==> src/rtl/npc_ctrl_pkg.sv <==
// Shared types for the NPC core sequencer: state encoding and fault causes.
package npc_ctrl_pkg;

  typedef enum logic [3:0] {
    ST_BOOT,
    ST_FETCH,
    ST_IWAIT,
    ST_EXEC,
    ST_MEM,
    ST_MWAIT,
    ST_WB,
    ST_HALT,
    ST_FAULT
  } state_e;

  localparam logic [2:0] FC_NONE     = 3'd0;
  localparam logic [2:0] FC_IFU_ERR  = 3'd1;
  localparam logic [2:0] FC_LSU_ERR  = 3'd2;
  localparam logic [2:0] FC_TIMEOUT  = 3'd3;
  localparam logic [2:0] FC_MISALIGN = 3'd4;

  // States whose residency is bounded by the watchdog.
  function automatic logic is_wait_state(input state_e s);
    return (s == ST_FETCH) || (s == ST_IWAIT) || (s == ST_MEM) || (s == ST_MWAIT);
  endfunction

endpackage

==> src/rtl/npc_watchdog.sv <==
// Residency watchdog: counts cycles spent in a wait state, flags the last allowed one.
module npc_watchdog #(
  parameter int unsigned WDOG_W = 8
) (
  input  logic clk,
  input  logic rst,
  input  logic clr,
  input  logic en,
  output logic expired
);

  // cnt_q holds the number of cycles already completed in the state, so the
  // (2**WDOG_W-1)-th cycle is the one where cnt_q equals 2**WDOG_W-2.
  localparam logic [WDOG_W-1:0] LAST = ~(WDOG_W'(1));

  logic [WDOG_W-1:0] cnt_q;
  logic [WDOG_W-1:0] cnt_d;

  always_comb begin
    cnt_d = cnt_q;
    if (clr) begin
      cnt_d = '0;
    end else if (en && (cnt_q != '1)) begin
      cnt_d = cnt_q + WDOG_W'(1);
    end
  end

  assign expired = en && (cnt_q == LAST);

  always_ff @(posedge clk or posedge rst) begin
    if (rst) begin
      cnt_q <= '0;
    end else begin
      cnt_q <= cnt_d;
    end
  end

endmodule

==> src/rtl/npc_core_ctrl.sv <==
// Multi-cycle NPC core sequencer: owns the PC, handshakes with IFU/LSU, retires instructions.
module npc_core_ctrl
  import npc_ctrl_pkg::*;
#(
  parameter int unsigned        XLEN     = 32,
  parameter logic [XLEN-1:0]    RESET_PC = 32'h8000_0000,
  parameter int unsigned        WDOG_W   = 8,
  parameter int unsigned        CNT_W    = 64
) (
  input  logic             clk,
  input  logic             rst,
  output logic             ifu_req_valid,
  input  logic             ifu_req_ready,
  input  logic             ifu_rsp_valid,
  input  logic             ifu_rsp_err,
  input  logic [31:0]      ifu_rsp_inst,
  output logic [31:0]      inst,
  input  logic             dec_mem_ren,
  input  logic             dec_mem_wen,
  input  logic             dec_halt,
  output logic             lsu_req_valid,
  input  logic             lsu_req_ready,
  input  logic             lsu_rsp_valid,
  input  logic             lsu_rsp_err,
  input  logic [XLEN-1:0]  npc,
  output logic [XLEN-1:0]  pc,
  output logic             wb_en,
  output logic             commit,
  output logic [CNT_W-1:0] retired,
  output logic             halted,
  output logic             fault,
  output logic [2:0]       fault_cause
);

  state_e           state_q, state_d;
  logic [XLEN-1:0]  pc_q, pc_d;
  logic [31:0]      inst_q, inst_d;
  logic [CNT_W-1:0] retired_q, retired_d;
  logic             halted_q, halted_d;
  logic             fault_q, fault_d;
  logic [2:0]       cause_q, cause_d;

  logic wdog_clr;
  logic wdog_en;
  logic wdog_expired;

  npc_watchdog #(
    .WDOG_W(WDOG_W)
  ) u_wdog (
    .clk    (clk),
    .rst    (rst),
    .clr    (wdog_clr),
    .en     (wdog_en),
    .expired(wdog_expired)
  );

  // Clear on entry so the first cycle of every wait state starts from zero.
  assign wdog_en  = is_wait_state(state_q);
  assign wdog_clr = is_wait_state(state_d) && (state_d != state_q);

  always_comb begin
    state_d       = state_q;
    pc_d          = pc_q;
    inst_d        = inst_q;
    retired_d     = retired_q;
    halted_d      = halted_q;
    fault_d       = fault_q;
    cause_d       = cause_q;
    ifu_req_valid = 1'b0;
    lsu_req_valid = 1'b0;
    wb_en         = 1'b0;
    commit        = 1'b0;

    case (state_q)
      ST_BOOT: state_d = ST_FETCH;

      ST_FETCH: begin
        ifu_req_valid = 1'b1;
        if (wdog_expired) begin
          state_d = ST_FAULT;
          fault_d = 1'b1;
          cause_d = FC_TIMEOUT;
        end else if (ifu_req_ready) begin
          state_d = ST_IWAIT;
        end
      end

      ST_IWAIT: begin
        if (wdog_expired) begin
          state_d = ST_FAULT;
          fault_d = 1'b1;
          cause_d = FC_TIMEOUT;
        end else if (ifu_rsp_valid) begin
          if (ifu_rsp_err) begin
            state_d = ST_FAULT;
            fault_d = 1'b1;
            cause_d = FC_IFU_ERR;
          end else begin
            inst_d  = ifu_rsp_inst;
            state_d = ST_EXEC;
          end
        end
      end

      ST_EXEC: begin
        if (dec_halt) begin
          commit    = 1'b1;
          retired_d = retired_q + CNT_W'(1);
          halted_d  = 1'b1;
          state_d   = ST_HALT;
        end else if (dec_mem_ren || dec_mem_wen) begin
          state_d = ST_MEM;
        end else begin
          state_d = ST_WB;
        end
      end

      ST_MEM: begin
        lsu_req_valid = 1'b1;
        if (wdog_expired) begin
          state_d = ST_FAULT;
          fault_d = 1'b1;
          cause_d = FC_TIMEOUT;
        end else if (lsu_req_ready) begin
          state_d = ST_MWAIT;
        end
      end

      ST_MWAIT: begin
        if (wdog_expired) begin
          state_d = ST_FAULT;
          fault_d = 1'b1;
          cause_d = FC_TIMEOUT;
        end else if (lsu_rsp_valid) begin
          if (lsu_rsp_err) begin
            state_d = ST_FAULT;
            fault_d = 1'b1;
            cause_d = FC_LSU_ERR;
          end else begin
            state_d = ST_WB;
          end
        end
      end

      ST_WB: begin
        if (npc[1:0] != 2'b00) begin
          state_d = ST_FAULT;
          fault_d = 1'b1;
          cause_d = FC_MISALIGN;
        end else begin
          wb_en     = 1'b1;
          commit    = 1'b1;
          pc_d      = npc;
          retired_d = retired_q + CNT_W'(1);
          state_d   = ST_FETCH;
        end
      end

      ST_HALT:  state_d = ST_HALT;
      ST_FAULT: state_d = ST_FAULT;
      default:  state_d = ST_FAULT;
    endcase
  end

  always_ff @(posedge clk or posedge rst) begin
    if (rst) begin
      state_q <= ST_BOOT;
    end else begin
      state_q <= state_d;
    end
  end

  always_ff @(posedge clk or posedge rst) begin
    if (rst) begin
      pc_q      <= RESET_PC;
      inst_q    <= '0;
      retired_q <= '0;
      halted_q  <= 1'b0;
      fault_q   <= 1'b0;
      cause_q   <= FC_NONE;
    end else begin
      pc_q      <= pc_d;
      inst_q    <= inst_d;
      retired_q <= retired_d;
      halted_q  <= halted_d;
      fault_q   <= fault_d;
      cause_q   <= cause_d;
    end
  end

  assign pc          = pc_q;
  assign inst        = inst_q;
  assign retired     = retired_q;
  assign halted      = halted_q;
  assign fault       = fault_q;
  assign fault_cause = cause_q;

endmodule

==> config.mk <==
export PLATFORM = sky130hd
export DESIGN_NAME = npc_core_ctrl
export DESIGN_NICKNAME = d
export VERILOG_FILES = /design/src/rtl/npc_ctrl_pkg.sv /design/src/rtl/npc_watchdog.sv /design/src/rtl/npc_core_ctrl.sv
export SDC_FILE = /design/constraint.sdc
export NUM_CORES = 1
export LEC_CHECK = 0
export BUFFER_PORTS_ARGS = -buffer_cell sky130_fd_sc_hd__buf_2
export CORE_MARGIN = 1.5
export CORE_UTILIZATION = 35
export DETAILED_ROUTE_END_ITERATION = 10
export GPL_ROUTABILITY_DRIVEN = 0
export SYNTH_ARGS = -nofsm -noshare
export SYNTH_HDL_FRONTEND = slang
export SYNTH_SLANG_ARGS = --single-unit
==> constraint.sdc <==
create_clock -name clk -period 4.9 [get_ports clk]
set_clock_uncertainty 0.05 [all_clocks]
set_input_delay 0 -clock clk [delete_from_list [all_inputs] [get_ports clk]]
set_output_delay 0 -clock clk [all_outputs]
set_load 0.005 [all_outputs]
==> flow_summary.toml, run 1 <==
[sta]
final-hold-violation-count = 0
max_freq_ghz = 0.329
slew_viol_final = 0
post-route-min-period_ps = 3040
maxSlewHeadroom_pct = 39.0
fin_crit_sh_pct = 62.0
setup_tns_ps = 0
tightest_slew_ps = 914
worst_slack_ps = 1860
setup_viol = 0
grt_setup_unrepaired = "false"

[synthesis]
synth_area_leader_cell = "dfrtp_1"
syn_nets = 642
synth_edf_count = 0
synth_cells = 564
ys_ff_latch = 145
synth_cell_type_count = 59
syn_avg_cell_area_um2 = 11.2
yosysWarnings = 0
yosysTopAreaCellShare_pct = 57.0
synth.cell_area_um2 = 6330
synthArstFlopShare_pct = 100
seq_area_frac_synth_pct = 57.4
synthTopCellsByArea = "dfrtp_1, nand2_1, xnor2_1"
ys.flop_type = "dfrtp_1"

[floorplan]
rows = 48
coreArea_um2 = 17500
ios = 212
start_util_pct = 36.2
die_area_um2 = 18900
die_y_um = 137
die_width_um = 137

[detailed_routing]
top_layer_used = "met4"
met2_wirelength_mm = 7.20
vias_per_cell = 4.61
drc_errors = 0
wl_met1_mm = 7.60
vias = 5027
routedWlPerCell_um = 14.7
postRouteAntennaNets = 0
drt_first_pass_iters = 4
drt_wl_total_mm = 16.0
drtIter0Drc = 237
wl_met3_um = 929

[placed_design]
place_area_um2 = 7620
dp_hpwl_mm = 10.5
pre_cts_ws_ps = 1830
io_buffers = 211

[clock_tree]
htreeDepth = 4
ctsHoldBuffers = 70
post-cts-setup-buffers = 0
cts_root_buf = "clkbuf_16"
cts_tree = "built"
clk_latency_ps = 410
numCtsBuffers = 17
cts_sinks = 145
post_cts_resize_count = 0
cts_buffer_depth = 2
clk_pin_slew_ps = 60

[cells_and_area]
seqCellArea_um2 = 3630
layout_commonest_cell = "buf_2"
multi_input_area_um2 = 2600
layout_common_cells = "buf_2, dfrtp_1, nand2_1"
drive_gt1_share_pct = 34.8
n_antenna_cell = 0
fin_nets = 931
final_area_um2 = 8950
syn_to_final_growth_pct = 41.6
nFillCells = 1598

[pwr]
intPower_w = 0.00211
seqPwrFrac_pct = 44.5
switchingPower_w = 0.000575
p_leak_nw = 4.79
p_comb_share_pct = 3.7
power_density_nw_per_um2 = 300
ir_drop_uv = 230
clockPowerShare_pct = 51.8
switching_share_pct = 21.4

[grt]
gr-total-overflow = 0
grt_usage_pct = 17.2
grt_pass1_vias = 4916
grt_pass1_wl_mm = 25.2
grt_max_degree = 94
grt_antenna_before_repair = 0

[critical_path]
r2r_cells = 7
crit_chain = "and2b_2 -> nand3_4 -> a211oi_2 -> nand2_1 -> nor2_4 -> and4_1 -> xor2_1"
worstSetupPathType = "reg -> reg"
worst_path_largest_cell_delay_ps = 650
cp.required_ps = 5190
cp-end-kind = "flop"
crit_arrival_ps = 3320
startpoint_type = "flop"
cp_max_fo = 37
cp_slowest_cell = "a211oi_2"

[job]
maxCapViolations = 0

[worst_hold_path]
hp-class = "in -> reg"
holdPathStages = 5

[outcome]
run_status = "complete, no violations"
==> metal layers <==
layer  GRT usage (%)  vias up
met5               0        -
met1            23.4     2367
met4            6.37        0
met2            26.8      151
li1                -     2489
met3            4.05       20
==> Yosys cell counts, drive strengths merged (2+ instances only) <==
library cell  instances
dfrtp               144
nor2                 32
ha                    3
nand2b                5
buf                  10
o21bai                2
nand2               126
o21ai                 4
xor2                 23
or3                   2
and2b                 2
inv                  10
or2                   3
and3                 18
nor4b                 2
nor3                  4
mux2                 34
nand4                17
a211oi                4
and4                 10
nand3                21
clkbuf                3
nor2b                 5
a21oi                 5
xnor2                47
and2                  9
==> layout make-up <==
| type | count | area share, % |
|---|---|---|
| Timing Repair Buffer | 283 | 19.8 |
| Sequential cell | 145 | 40.5 |
| Inverter | 10 | 0.475 |
| Multi-Input combinational cell | 396 | 29.0 |
| Tap cell | 225 | 3.14 |
| Clock inverter | 15 | 2.32 |
| Clock buffer | 17 | 4.75 |
==> final timing paths <==
kind,startpoint,to,slack [ps]
hold / removal,ifu_rsp_valid,state_q[3]$_DFF_PP0_,50
setup reg to reg,state_q[0]$_DFF_PP0_,retired[47]$_DFFE_PP0P_,1860
max in group asynchronous,rst,pc[30]$_DFFE_PP0P_,3300
setup / recovery,state_q[0]$_DFF_PP0_,retired[47]$_DFFE_PP0P_,1860
hold reg to reg,fault$_DFFE_PP0P_,fault$_DFFE_PP0P_,410
min in group asynchronous,rst,pc[11]$_DFFE_PP0P_,260
==> metrics by stage <==
stage	utilization [%]	hold slack (ps)	std cells	power [W]
final	51.2	53.1	1091	0.00269
after global placement	43.6	145	989	0.00128
after global routing	51.2	87.2	1091	0.00280
after detailed placement	43.6	146	989	0.00128
after floorplan	-	33.0	564	0.00124
after CTS	51.2	20.4	1091	0.00273
==> critical path, delay by kind of cell (launching register included) <==
kind,cells,cell delay [ps]
and+or+nand+nor,5,1540
DFF,1,560
xor gates and xnor gates,1,150
AOI/OAI and AO/OA,1,650
==> registers in the layout, summed over array words and instances (netlist names) <==
signal and cells:
retired 64, inst 32, pc 32, u_wdog.cnt_q 8
state_q 4, fault_cause 3, fault 1, halted 1
==> logic make-up after synthesis <==
family,after synthesis,share of synthesized area [%]
flops,145,57.4
xor+xnor,70,9.69
compound gates,30,3.66
fa+ha+maj,3,0.593
simple gates,259,21.0
buf+inv,23,1.62
mux,34,6.05
==> power groups by stage <==
stage	Clock, W	Combinational [W]	Sequential, W
floorplan	0	0.0000195	0.00122
global placement	0	0.0000587	0.00122
detailed placement	0	0.0000584	0.00122
CTS	0.00143	0.000101	0.00120
global route	0.00149	0.000112	0.00120
finish	0.00139	0.0000997	0.00120
(Power assumes the default switching activity.)
==> inputs of run 2 (changes only) <==
- ABC_AREA: unset -> 1
- clock period: 4.9 -> 3.1 ns (I/O delays scaled with it)
==> flow_summary.toml, run 2 <==
[floorplan]
start_util_pct = 35.8
die_width_um = 145
ios = 212
die_y_um = 145
die_area_um2 = 20900
coreArea_um2 = 19600
rows = 51

[clock_tree]
clk_pin_slew_ps = 70
cts_sinks = 145
cts_root_buf = "clkbuf_16"
htreeDepth = 4
post-cts-setup-buffers = 0
cts_buffer_depth = 2
cts_tree = "built"
numCtsBuffers = 17
clk_latency_ps = 430

[critical_path]
worstSetupPathType = "reg -> reg"
crit_top_cell = "nand2_1"
cp.required_ps = 3360
cp-end-kind = "flop"
worst_path_largest_cell_delay_ps = 570
reg2reg_slack_ps = 470
crit_arrival_ps = 2890
crit_chain = "inv_2 -> nand2_1 -> nor2_1 -> nand3_1 -> dlygate4sd3_1 -> nand3_1 -> nand2_1 -> nand2_1 -> nand2_1 -> nand3_1 -> nor2_2 -> nor2_4 -> nor2_1"
r2r-start = "state_q[1]$_DFF_PP0_"
cp_slowest_cell = "dlygate4sd3_1"
startpoint_type = "flop"
cp_max_fo = 8
r2r_cells = 13
rr_endpoint = "u_wdog.cnt_q[7]$_DFFE_PP0P_"

[pwr]
power_density_nw_per_um2 = 429
p_total_w = 0.00414
ir_drop_uv = 355
p_leak_nw = 5.29

[cells_and_area]
final_area_um2 = 9660
layout_common_cells = "nand2_1, buf_2, dfrtp_1"
fin_nets = 1173
n_antenna_cell = 0
syn_to_final_growth_pct = 37.8
instances_no_fill = 1373
largest_reg_flops = 64
layout_commonest_cell = "nand2_1"
drive_gt1_share_pct = 27.7

[placed_design]
dp_hpwl_mm = 14.0
dp_cells = 1272
io_buffers = 211
place_area_um2 = 8390

[grt]
grt_pass1_wl_mm = 31.7
grt_antenna_before_repair = 0
grt_pass1_vias = 6338
grt_max_degree = 74
grt_usage_pct = 19.6
gr-total-overflow = 0

[synthesis]
ys_ff_latch = 145
yosysWarnings = 0
syn_avg_cell_area_um2 = 8.73
synthArstFlopShare_pct = 100
synth_cell_type_count = 37
synth_edf_count = 0
yosys-top-cells-count = "nand2_1, dfrtp_1, nor2_1"
seq_area_frac_synth_pct = 51.7
synthTopCellsByArea = "dfrtp_1, nand2_1, mux2_2"
synth.cell_area_um2 = 7020
yosysTopAreaCellShare_pct = 51.4
syn_nets = 882
synth_area_leader_cell = "dfrtp_1"
ys.flop_type = "dfrtp_1"
synth_cells = 804
synth.most_common_cell = "nand2_1"

[worst_hold_path]
hp-class = "in -> reg"
holdPathStages = 4
hold_end = "fault_cause[2]$_DFFE_PP0P_"
hp-start = "npc[1]"

[detailed_routing]
drc_errors = 0
drt_wl_total_mm = 19.6
drt_first_pass_iters = 5
vias = 6323
postRouteAntennaNets = 0
vias_per_cell = 4.61
drtIter0Drc = 432
routedWlPerCell_um = 14.2

[sta]
max_freq_ghz = 0.381
setup_tns_ps = 0
fin_crit_sh_pct = 84.8
grt_setup_unrepaired = "false"
setup_viol = 0
tightest_slew_ps = 953
maxSlewHeadroom_pct = 36.5
final-hold-violation-count = 0
post-route-min-period_ps = 2630
slew_viol_final = 0
whs_ps = 14.8

[job]
maxCapViolations = 0

[outcome]
run_status = "complete, no violations"
run 2: cell types whose count changed in the layout (fill, tap and decap cells not counted), moves of 10 or more:
cell / before / now
and3_1: 18 / 2
xnor2_1: 47 / 27
nor3_1: 2 / 17
nor4_1: 0 / 10
xor2_1: 23 / 36
nand2_1: 125 / 265
nand3_1: 20 / 34
inv_1: 7 / 68
nor2_1: 27 / 90
and4_1: 10 / 0
run 2: final cells by class:
type	count	area, um2
clock buffer	17	425
clock inverter	15	161
fill	1887	9930
inverter	72	277
multi-input combinational	574	3060
sequential	145	3630
tap	265	332
timing repair buffer	285	1780
run 2: power by group:
part / leakage, nW / internal (W) / switching (W)
Sequential: 1.92 / 0.00191 / 0.00000732
Combinational: 3.08 / 0.000111 / 0.0000793
Clock: 0.284 / 0.00108 / 0.000956
run 2: worst max-delay path by stage:
stage,start,end,slack (ps)
after floorplan,retired[0]$_DFFE_PP0P_,retired[52]$_DFFE_PP0P_,1220
after global placement,state_q[2]$_DFF_PP0_,retired[57]$_DFFE_PP0P_,960
after detailed placement,state_q[2]$_DFF_PP0_,retired[57]$_DFFE_PP0P_,850
after CTS,state_q[1]$_DFF_PP0_,u_wdog.cnt_q[7]$_DFFE_PP0P_,440
after global routing,state_q[3]$_DFF_PP0_,u_wdog.cnt_q[7]$_DFFE_PP0P_,140
final,state_q[1]$_DFF_PP0_,u_wdog.cnt_q[7]$_DFFE_PP0P_,470
run 2: metrics by stage:
stage          setup WS, ps  utilization [%]
5_1_grt                 139             49.3
3_3_place_gp            963             42.8
4_1_cts                 444             49.3
2_1_floorplan          1220                -
6_report                472             49.3
3_5_place_dp            848             42.8
run 2: critical path, delay by kind of cell, from the launching register on:
family / cells / cell delay [ps]
flip-flops: 1 / 480
buffers and inverters: 2 / 730
AND/OR/NAND/NOR: 11 / 1240
run 2: routing by layer:
layer  global-route usage, %  up-vias  wire, um
li1                        -     3131         -
met1                    25.3     2980      8680
met2                    32.2      187      9340
met3                    4.90       25      1230
met4                    6.01        0       303
met5                       0        -         0
run 2: timing repair:
item | in CTS | in global routing
resized for setup | 0 | 0
endpoints found under the hold margin | 209 | 0
hold buffers | 69 | 0
run 2: cells by family after synthesis:
family	share of synthesized area (%)
adders and majority gates	0.535
DFF	51.7
AOI/OAI and AO/OA	1.36
buffers and inverters	4.71
muxes	5.14
and+or+nand+nor	28.7
xor gates and xnor gates	7.87
